`config.mk`:
```
export PLATFORM = sky130hd
export DESIGN_NAME = rdn_ctrl_multi
export DESIGN_NICKNAME = d
export VERILOG_FILES = /design/src/rtl/rdn_ctrl_multi.sv
export SDC_FILE = /design/constraint.sdc
export NUM_CORES = 1
export LEC_CHECK = 0
export ABC_AREA = 1
export CORE_ASPECT_RATIO = 1.2
export CORE_UTILIZATION = 33
export DETAILED_ROUTE_END_ITERATION = 16
export DONT_BUFFER_PORTS = 1
export GPL_ROUTABILITY_DRIVEN = 0
export PLACE_DENSITY_LB_ADDON = 0.05
export REMOVE_ABC_BUFFERS = 1
export SLEW_MARGIN = 10
export SYNTH_ARGS = -nofsm -noshare
export SYNTH_HDL_FRONTEND = slang
export SYNTH_SLANG_ARGS = --single-unit
```
`constraint.sdc`:
```
create_clock -name clk -period 2.5 [get_ports clk]
set_clock_uncertainty 0.2 [all_clocks]
set_input_delay 0.375 -clock clk [delete_from_list [all_inputs] [get_ports clk]]
set_output_delay 0.375 -clock clk [all_outputs]
set_load 0.05 [all_outputs]
```
`src/rtl/rdn_ctrl_multi.sv`:
```
// Rotation-detection control: round-robin dispatch to NUM_ENG shared-weight engines,
// in-order result return to the IRU, and drain/load/timeout sequencing of weight reloads.
//
// state      | meaning
// -----------+--------------------------------------------------------------
// READY      | normal operation, dispatch allowed once weights are loaded
// DRAIN      | reload pending, no dispatch, waiting for in-flight jobs to pop
// WR_WEIGHTS | weight load in progress, bounded by WT_TIMEOUT
module rdn_ctrl_multi #(
   parameter int NUM_ENG    = 2,
   parameter int WT_TIMEOUT = 1024,
   parameter int ID_W       = (NUM_ENG > 1) ? $clog2(NUM_ENG) : 1
) (
   input  logic               clk,
   input  logic               rst,
   input  logic               heu_out_valid,
   output logic               in_ready,
   input  logic               load_weights,
   input  logic               weight_valid,
   output logic [NUM_ENG-1:0] start_eng,
   input  logic [NUM_ENG-1:0] eng_done,
   input  logic               iru_in_ready,
   output logic               out_valid,
   output logic [ID_W-1:0]    out_eng,
   output logic               wt_err,
   output logic               busy
);

   localparam int CNT_W = $clog2(NUM_ENG + 1);
   localparam int TMO_W = $clog2(WT_TIMEOUT);
   localparam logic [TMO_W-1:0] TMO_LOAD = TMO_W'(WT_TIMEOUT - 1);

   typedef enum logic [1:0] {
      ST_READY,
      ST_DRAIN,
      ST_WR_WEIGHTS
   } state_t;

   state_t state, state_nxt;

   logic               weights_loaded;
   logic [NUM_ENG-1:0] busy_r, done_r;
   logic [NUM_ENG-1:0] busy_nxt, done_nxt;
   logic [ID_W-1:0]    fifo_mem [NUM_ENG];
   logic [ID_W-1:0]    head, tail, rr_ptr;
   logic [CNT_W-1:0]   count;
   logic [TMO_W-1:0]   tmo_cnt;

   logic            accept, pop, tmo_hit;
   logic [ID_W-1:0] sel;

   function automatic logic [ID_W-1:0] inc_wrap(input logic [ID_W-1:0] v);
      return (int'(v) == NUM_ENG - 1) ? '0 : v + ID_W'(1);
   endfunction

   function automatic logic [ID_W-1:0] pick_free(input logic [NUM_ENG-1:0] bsy,
                                                 input logic [ID_W-1:0]    ptr);
      logic [ID_W-1:0] res;
      logic            found;
      int              idx;
      res   = '0;
      found = 1'b0;
      for (int k = 0; k < NUM_ENG; k++) begin
         idx = (int'(ptr) + k) % NUM_ENG;
         if (!found && !bsy[idx]) begin
            found = 1'b1;
            res   = ID_W'(idx);
         end
      end
      return res;
   endfunction

   always_comb begin
      in_ready  = 1'b0;
      accept    = 1'b0;
      sel       = pick_free(busy_r, rr_ptr);
      start_eng = '0;
      out_valid = 1'b0;
      out_eng   = '0;
      pop       = 1'b0;
      busy_nxt  = busy_r;
      done_nxt  = done_r | (eng_done & busy_r);
      tmo_hit   = (tmo_cnt == '0);
      busy      = (|busy_r) || (state != ST_READY);
      state_nxt = state;

      in_ready = (state == ST_READY) && weights_loaded && !load_weights && !(&busy_r);
      accept   = in_ready && heu_out_valid;
      if (accept) begin
         start_eng[sel] = 1'b1;
      end

      if (count != '0) begin
         out_eng   = fifo_mem[head];
         out_valid = done_r[head];
      end
      pop = out_valid && iru_in_ready;

      // an engine popped this cycle is only reusable next cycle: sel comes from busy_r
      if (pop) begin
         busy_nxt[head] = 1'b0;
         done_nxt[head] = 1'b0;
      end
      if (accept) begin
         busy_nxt[sel] = 1'b1;
      end

      case (state)
         ST_READY: begin
            if (load_weights) begin
               state_nxt = (|busy_r) ? ST_DRAIN : ST_WR_WEIGHTS;
            end
         end
         ST_DRAIN: begin
            if (busy_nxt == '0) begin
               state_nxt = ST_WR_WEIGHTS;
            end
         end
         ST_WR_WEIGHTS: begin
            if (weight_valid || tmo_hit) begin
               state_nxt = ST_READY;
            end
         end
         default: state_nxt = ST_READY;
      endcase
   end

   always_ff @(posedge clk) begin
      if (rst) begin
         state          <= ST_READY;
         weights_loaded <= 1'b0;
         wt_err         <= 1'b0;
         busy_r         <= '0;
         done_r         <= '0;
         head           <= '0;
         tail           <= '0;
         rr_ptr         <= '0;
         count          <= '0;
         tmo_cnt        <= '0;
      end else begin
         state  <= state_nxt;
         busy_r <= busy_nxt;
         done_r <= done_nxt;

         if (accept) begin
            tail   <= inc_wrap(tail);
            rr_ptr <= inc_wrap(sel);
         end
         if (pop) begin
            head <= inc_wrap(head);
         end
         if (accept && !pop) begin
            count <= count + CNT_W'(1);
         end else if (!accept && pop) begin
            count <= count - CNT_W'(1);
         end

         tmo_cnt <= (state == ST_WR_WEIGHTS) ? tmo_cnt - TMO_W'(1) : TMO_LOAD;

         if (state != ST_WR_WEIGHTS && state_nxt == ST_WR_WEIGHTS) begin
            weights_loaded <= 1'b0;
         end
         // weight_valid coinciding with the timeout is treated as success
         if (state == ST_WR_WEIGHTS) begin
            if (weight_valid) begin
               weights_loaded <= 1'b1;
               wt_err         <= 1'b0;
            end else if (tmo_hit) begin
               wt_err <= 1'b1;
            end
         end
      end
   end

   always_ff @(posedge clk) begin
      if (accept) begin
         fifo_mem[tail] <= sel;
      end
   end

endmodule

```
; ---- Word-level counts from Yosys, hierarchy flattened
; Memory sizes are Yosys's and may differ from the RTL's. A register that Yosys moved wholly into a read port is not among the register bits.
; Cells that the tools add are included.
[word_totals]
regBits = 23
mem_count = 1
ram_bits = 2
in_bits = 8
elab_cells = 102
out_inout_bits = 7
[mem_list]
columns = name, depth, word_bits, read_ports, rd_ports_with_merged_regs, wr, line_no
row1 = fifo_mem, 2, 1, 1, 1, 1, 44  ; logic [ID_W-1:0] fifo_mem [NUM_ENG];
[op_classes]
bitwise_logic = 7
eq_ne = 4
muxes = 39
reduce_logical = 28
magnitude_cmp = 6
add_sub_neg = 7
[op_table]
columns = operator, n
row1 = two-way mux 1 bit, 25
row2 = two-way mux 2 bit, 10
row3 = logical AND 1 bit, 11
row4 = logical NOT 10 bit, 1
row5 = two-way mux 10 bit, 1
row6 = subtractor 10 x 1 -> 10 bit (second input constant), 1
row7 = nonzero test 2 bit, 4
row8 = AND 2 bit, 3
row9 = less-than comparator 1 x 2 -> 1 bit (second input constant), 3
row10 = one-hot mux 2 bit (3 select lines), 1
row11 = logical NOT 1 bit, 5
row12 = adder 1 bit (second input constant), 4
row13 = == test 2 bit (second input constant), 2
row14 = logical NOT 2 bit, 2
row15 = bitwise OR 2 bit, 2
row16 = AND reduction 2 bit, 2
row17 = less-than comparator 2 x 3 -> 1 bit (second input constant), 1
row18 = adder 2 x 1 -> 2 bit (second input constant), 1
row19 = demux 1 bit (select 1 bit), 2
row20 = == test 2 x 1 -> 1 bit (second input constant), 1
row21 = greater-or-equal comparator 1 bit (second input constant), 2
row22 = logical OR 1 bit, 2
row23 = inequality test 2 bit (second input constant), 1
row24 = inverter 2 bit, 1
row25 = 3 further kinds, 3

; ---- Longest topological paths before layout
; Gate-level depths: netlist of the first run.
[depth]
ltp_word = 22
ltp_mapped = 11
mapped_depth_nobuf = 11

; ---- Worst setup path before layout of the first run
; Ideal clock, no wire load.
[synth_timing]
path_type = register -> register
from = reg head
to = reg count[1]
synth_period_minus_slack_ns = 2.164
slack_ns = 0.336
t_required_ns = 2.178
stages_incl_launch_ff = 11
setup_ns = 0.122
path_buffers = 0
arrival_ns = 1.842
path_cell_list = dfxtp_1 inv_1 nand2_1 nand2_1 and2_1 nand2_1 ha_1 a21oi_1 o21ai_0 o21ai_0 a21oi_1
[synth_via]
elab_chain_len = 7
elab_cells_between_ends = 9
classes_between = mux (4) / reduce/logical (5)
[synth_rtl]
columns = element, line_no
row1 = from (decl), 45  ; logic [ID_W-1:0] head, tail, rr_ptr;
row2 = from (signal assigned), 150  ; head <= inc_wrap(head);
row3 = two-way mux 1 bit (implied by the code) * (2 in series), 95  ; out_valid = done_r[head];
row4 = two-way mux 1 bit *, 93  ; if (count != '0) begin
row5 = named net out_valid, 23  ; output logic out_valid,
row6 = logical AND 1 bit *, 97  ; pop = out_valid && iru_in_ready;
row7 = logical NOT 1 bit, 152  ; if (accept && !pop) begin
row8 = logical AND 1 bit, 152
row9 = two-way mux 2 bit / nonzero test 2 bit (equally long branches), -
row10 = to (signal assigned), 153  ; count <= count + CNT_W'(1);
row11 = to (signal assigned), 155  ; count <= count - CNT_W'(1);
row12 = to (decl), 46  ; logic [CNT_W-1:0] count;
; Mark *: on every way through the listed nets, which the timed path passes. The rest lies on a longest branch. The select of a mux whose other input is x is not followed.
; A chain may end at the register's enable or synchronous reset.

; ---- Worst setup path after layout of the first run
[layout_timing]
from = reg state[0]
to = out start_eng[0]
[layout_via]
elab_chain_len = 6
[layout_rtl]
columns = element, line_no
row1 = from (decl), 39  ; state_t state, state_nxt;
row2 = from (signal assigned), 141  ; state <= state_nxt;
row3 = logical NOT 2 bit, 87  ; in_ready = (state == ST_READY) && weights_loaded && !load_weights && !(&busy_r);
row4 = logical AND 1 bit (3 in series), 87
row5 = logical AND 1 bit, 88  ; accept = in_ready && heu_out_valid;
row6 = two-way mux 2 bit, 89  ; if (accept) begin
row7 = to (decl), 20  ; output logic [NUM_ENG-1:0] start_eng,
; No other way between the ends.

==> flow_summary_export.csv, run 1 <==
group,metric,value,unit
run_status,outcome,"finished clean",
global_routing,antenna_found_initial,0,
synthesis,synth-simple-area-share,0.277,
timing,fmax,443,MHz
setup_path,start_kind,"flip-flop",
pwr,p_sw_frac,0.244,
clock_tree,numCtsBuffers,3,
timing,worst_slew_pin_slew,0.505,ns
setup_path,cp.required,1.92,ns
pwr,p_comb_frac,0.102,
floorplanning,initial_utilization,0.350,
placement,dp_cells,220,
synthesis,synthXorXnorAreaFrac,0.0136,
synthesis,synth.avg_cell_area,7.69,um2
floorplanning,die_area,4170,um2
floorplanning,fp.dieW,59.1,um
synthesis,ys_seq_elements,26,
pwr,p_leak,0.658,nW
timing,holdWs,0.0299,ns
clock_tree,cts-root-buf,"clkbuf_8",
global_routing,grt_pass1_wl,4.03,mm
cells_and_area,diodes,0,
pwr,finalPower,901,uW
setup_path,crit_path_max_fanout,4,
timing,period_share,0.902,
placement,pre_cts_ws,0.552,ns
flow_run,maxCapViolCount,0,
clock_tree,h-tree-depth,1,
synthesis,synth_top_area_share,0.372,
cells_and_area,syn_to_final_growth,11.5,%
timing,final-hold-violation-count,0,
cells_and_area,layout-drive-gt1-share,0.127,
pwr,vdd_drop_max,0.208,mV
drt,drt-total-wl,2.51,mm
drt,remaining_drc_errors,0,
cells_and_area,register_area,541,um2
drt,drtIter0Drc,33,
floorplanning,die_height,70.6,um
pwr,power.density,625,nW/um2
drt,drtPass1Iterations,4,
global_routing,grt_max_degree,16,
clock_tree,cts_setup_buffers,0,
cells_and_area,fin_nets,184,
timing,min_period,2.26,ns
synthesis,ys_top_cells_by_area,"dfxtp_1 37%, inv_1 9.6%, nand2_1 8.1%",
cells_and_area,fin_cells,225,
global_routing,grt_use_total,0.131,
synthesis,synth_mux_area_frac,0,
synthesis,ys_types,29,
drt,vias,1046,
global_routing,grt_pass1_vias,931,
floorplanning,io_pins,15,
synthesis,yosysWarningCount,0,
pwr,internal-power,682,uW
floorplanning,rows,24,
pwr,p_seq_frac,0.502,
cells_and_area,finish.utilization,0.390,
clock_tree,insertion_delay,0.28,ns
timing,maxSlewViolCount,0,
floorplanning,core_area,3690,um2
placement,placed_cell_area,1360,um2
clock_tree,cts_tree,"yes",
cells_and_area,num-fill-cells,401,
timing,maxSlewHeadroom,0.663,
setup_path,cp-end-kind,"output pin",
timing,fin_ws,0.244,ns
clock_tree,clock-sinks,26,
synthesis,yosysSeqAreaShare,0.418,
drt,ant_nets,0,
synthesis,yosysTopAreaCell,"dfxtp_1",
synthesis,yosys.area_share.adder,0.0194,
cells_and_area,finalInstanceArea,1440,um2
timing,setup_viol,0,
worst_hold_path,min_path_type,"in2reg",
placement,io_buffers,0,
timing,setup_tns,0,ns
global_routing,globalRouteOverflowTotal,0,
cells_and_area,multiInputGateArea,608,um2
drt,vias_per_cell,4.65,
clock_tree,clock_path_buffers,2,
synthesis,synth_compound_area_frac,0.161,
synthesis,synth_top_family_by_area,"simple AND/OR/NAND/NOR gates",
setup_path,crit_arrival,1.68,ns
timing,rsz0062_at_grt,"false",
pwr,power.share.clock,0.395,
placement,hpwlAfterDp,1.86,mm
drt,wire_per_inst,11.1,um
pwr,p_sw,220,uW
clock_tree,path_clk_slew,0.10,ns
setup_path,critPathKind,"reg2out",
synthesis,syn_area,1290,um2
synthesis,synthCells,168,
## final timing paths
| path | startpoint | end | slack, ns | depth (start not counted) |
|---|---|---|---|---|
| worst min-delay path | rst | weights_loaded$_SDFF_PP0_ | 0.03 | 3 |
| worst max register to register | busy_r[1]$_SDFF_PP0_ | count[1]$_SDFFE_PP0P_ | 0.56 | 10 |
| worst min register to register | rr_ptr$_SDFFE_PP0N_ | rr_ptr$_SDFFE_PP0N_ | 0.28 | 2 |
| worst max-delay path | state[0]$_SDFF_PP0_ | start_eng[0] | 0.24 | 6 |
## power by group through the flow
| stage | logic (mW) | registers, mW | clock network (mW) |
|---|---|---|---|
| after global routing | 0.107 | 0.456 | 0.380 |
| after floorplan | 0.0761 | 0.459 | 0 |
| after global placement | 0.0894 | 0.462 | 0 |
| after CTS | 0.0942 | 0.453 | 0.366 |
| final | 0.0924 | 0.453 | 0.356 |
| after detailed placement | 0.0904 | 0.462 | 0 |
## per-layer routing
| metal | wire length (um) | global-route usage |
|---|---|---|
| met1 | 1210 | 0.165 |
| met4 | 48 | 0.0635 |
| met3 | 93 | 0.0238 |
| met2 | 1160 | 0.212 |
| met5 | 0 | 0 |
## area by class of cell
cell class / count / share of cell area
repair buffers: 4 / 0.0226
clock inverters: 1 / 0.0208
well taps: 52 / 0.0451
flip-flops and latches: 26 / 0.375
multi-input cells: 106 / 0.422
inverters: 33 / 0.0859
clock buffers: 3 / 0.0286
## flip-flops by register name, indices dropped and copies added (netlist names), named ones only
register and flops:
count 2, rr_ptr 1, fifo_mem 2, state 2
tmo_cnt 10, busy_r 2, done_r 2, weights_loaded 1
wt_err 1, head 1, tail 1
## cell usage in the layout, fill, tap and decap left out, drive strengths merged, types with 3 or more instances in the layout
cell type,synthesis,routed
nor2,19,19
nand2,32,32
buf,2,3
a21oi,17,17
clkbuf,1,3
nand3,8,8
o21ai,10,10
dfxtp,24,24
nor3,3,3
o31ai,4,4
inv,33,33
## synthesized netlist by cell type
master and instances:
o21ai_0 9, dfxtp_1 24, nand2_2 4, o31ai_1 4
nand4_1 2, a31oi_1 1, inv_1 33, nand3_2 5
nor2_1 16, nor4_4 1, clkbuf_1 1, nor2_2 1
o21bai_4 1, o211ai_1 1, and2_1 1, xor2_1 2
ha_1 2, nand3_1 3, o21ai_1 1, edfxtp_1 2
nand2_1 28, nor3_4 1, nor3_1 2, nor2_4 2
o211a_1 1, a21oi_1 17, buf_6 1, buf_2 1
nand3b_1 1
## timing repair
item / 4_1_cts / 5_1_grt
hold buffers: 1 / 0
hold endpoints to repair: 8 / 0
gates resized for setup: 0 / 0
## cells by family after synthesis
family | after synthesis
AO/OA/AOI/OAI | 35
XOR/XNOR | 2
adder cells (fa/ha/maj) | 2
buffers and inverters | 36
flip-flops | 26
AND/OR/NAND/NOR | 67
## worst max-delay path, cell delays in order, from the launching register on
cell and delay [ns]:
dfxtp_1 0.36, nor2_2 0.17, nand2_2 0.08, nor2_4 0.09, buf_4 0.22, nand3_2 0.13, inv_1 0.35
Power figures use the tool's default switching activity.
==> run 2, diff against run 1 <==
GPL_TIMING_DRIVEN = 0   (was not set)
==> flow_summary_export.csv, run 2 (synthesis results as in run 1) <==
group,metric,value,unit
setup_path,path_buf_inv,1,
cells_and_area,register_area,541,um2
timing,worst_slew_pin_slew,1.03,ns
drt,vias_per_cell,4.58,
setup_path,crit_path_max_fanout,4,
drt,drtPass1Iterations,4,
floorplanning,initial_utilization,0.350,
clock_tree,post_cts_resized,0,
clock_tree,clock_path_buffers,2,
setup_path,cp-end-kind,"output pin",
flow_run,maxCapViolCount,0,
timing,fin_ws,0.179,ns
timing,min_period,2.32,ns
timing,final-hold-violation-count,0,
pwr,power.share.clock,0.389,
drt,wire_per_inst,10.8,um
placement,hpwlAfterDp,1.83,mm
floorplanning,die_height,70.6,um
setup_path,cp.required,1.92,ns
global_routing,grt_pass1_wl,4.17,mm
pwr,p_sw_frac,0.236,
cells_and_area,fin_nets,181,
pwr,p_leak,0.642,nW
setup_path,endpoint,"start_eng[0]",
worst_hold_path,min_path_type,"in2reg",
setup_path,cp_cell_sequence,"nor2_2 -> nand2_2 -> nor2_4 -> nand3_2 -> inv_1",
timing,maxSlewHeadroom,0.314,
pwr,p_seq_frac,0.508,
floorplanning,fp.dieW,59.1,um
cells_and_area,diodes,0,
setup_path,path_depth,5,
floorplanning,die_area,4170,um2
drt,drt-total-wl,2.41,mm
drt,vias,1017,
run_status,outcome,"finished clean",
setup_path,reg2reg_from,"head$_SDFFE_PP0N_",
drt,ant_nets,0,
global_routing,globalRouteOverflowTotal,0,
pwr,vdd_drop_max,0.285,mV
pwr,p_sw,210,uW
timing,period_share,0.928,
floorplanning,core_area,3690,um2
placement,io_buffers,0,
cells_and_area,layout-drive-gt1-share,0.112,
timing,maxSlewViolCount,0,
setup_path,reg2reg_to,"count[1]$_SDFFE_PP0P_",
clock_tree,clock-sinks,26,
drt,remaining_drc_errors,0,
cells_and_area,finish.utilization,0.384,
pwr,internal-power,680,uW
cells_and_area,syn_to_final_growth,9.78,%
timing,setup_tns,0,ns
setup_path,critPathKind,"reg2out",
cells_and_area,largest_reg_flops,10,
cells_and_area,num-fill-cells,395,
setup_path,path_delay_family,"simple AND/OR/NAND/NOR gates",
setup_path,ff2ff_path_depth,10,
clock_tree,numCtsBuffers,3,
setup_path,rrSetupSlack,0.20,ns
setup_path,startpoint,"state[0]$_SDFF_PP0_",
clock_tree,h-tree-depth,1,
global_routing,grt_max_degree,16,
global_routing,grt_pass1_vias,955,
placement,pre_cts_ws,0.196,ns
setup_path,slowest_stage,"inv_1",
pwr,p_comb_frac,0.103,
global_routing,grt_use_total,0.130,
timing,fmax,431,MHz
clock_tree,cts-root-buf,"clkbuf_8",
clock_tree,path_clk_slew,0.09,ns
setup_path,crit_arrival,1.75,ns
clock_tree,cts_setup_buffers,0,
cells_and_area,layout.cells.most_common_list,"33 x inv_1, 28 x nand2_1, 24 x dfxtp_1",
floorplanning,io_pins,15,
clock_tree,insertion_delay,0.26,ns
clock_tree,cts_tree,"yes",
global_routing,antenna_found_initial,0,
cells_and_area,multiInputGateArea,608,um2
timing,setup_viol,0,
cells_and_area,fin_cells,222,
setup_path,critPathMaxStageDelay,0.37,ns
timing,holdWs,0.0426,ns
cells_and_area,final_common_cell,"inv_1",
cells_and_area,top_register,"tmo_cnt",
clock_tree,holdBufCountCts,1,
drt,drtIter0Drc,23,
pwr,power.density,627,nW/um2
placement,dp_cells,217,
floorplanning,rows,24,
timing,rsz0062_at_grt,"false",
setup_path,start_kind,"flip-flop",
-- run 2: cell count changes in the layout (fill, tap and decap cells not counted), sizes merged --
cell / before / now
buf: 3 / 0
-- run 2: routing by layer --
metal,vias up,global-route usage,share of wire
met5,-,0,0
met4,0,0.0397,0.0079
met3,2,0.0219,0.026
met2,8,0.227,0.49
met1,461,0.162,0.47
li1,546,-,-
-- run 2: worst min-delay path by stage --
| stage | startpoint | to | cells past startpoint |
|---|---|---|---|
| 6_report | rst | weights_loaded$_SDFF_PP0_ | 3 |
| 2_1_floorplan | rr_ptr$_SDFFE_PP0N_ | rr_ptr$_SDFFE_PP0N_ | 2 |
| 5_1_grt | rst | weights_loaded$_SDFF_PP0_ | 3 |
| 3_5_place_dp | rst | busy_r[1]$_SDFF_PP0_ | 1 |
| 3_3_place_gp | rr_ptr$_SDFFE_PP0N_ | rr_ptr$_SDFFE_PP0N_ | 2 |
| 4_1_cts | rst | weights_loaded$_SDFF_PP0_ | 3 |
-- run 2: power groups by stage --
stage	registers, mW	logic (mW)	clock network [mW]
final	0.452	0.0914	0.346
after global routing	0.456	0.104	0.377
after CTS	0.453	0.0933	0.361
after detailed placement	0.462	0.0894	0
after global placement	0.462	0.0882	0
after floorplan	0.459	0.0761	0
-- run 2: cell type report --
class                           count  share of cell area
Tap cell                           52              0.0459
Clock buffer                        3              0.0291
Multi-Input combinational cell    106               0.429
Clock inverter                      1              0.0212
Inverter                           33              0.0873
Sequential cell                    26               0.381
Timing Repair Buffer                1             0.00705
-- run 2: tightest hold or removal path: cells and delay by family --
kind	cells	cell delay, ns
buffers and inverters	1	0.03
AND/OR/NAND/NOR	1	0.05
AO/OA/AOI/OAI	1	0.02
-- run 2: stage by stage --
stage	power, mW	cell area (um2)
4_1_cts	0.907	1420
2_1_floorplan	0.535	1270
5_1_grt	0.937	1420
6_report	0.890	1420
3_5_place_dp	0.552	1340
3_3_place_gp	0.550	1340
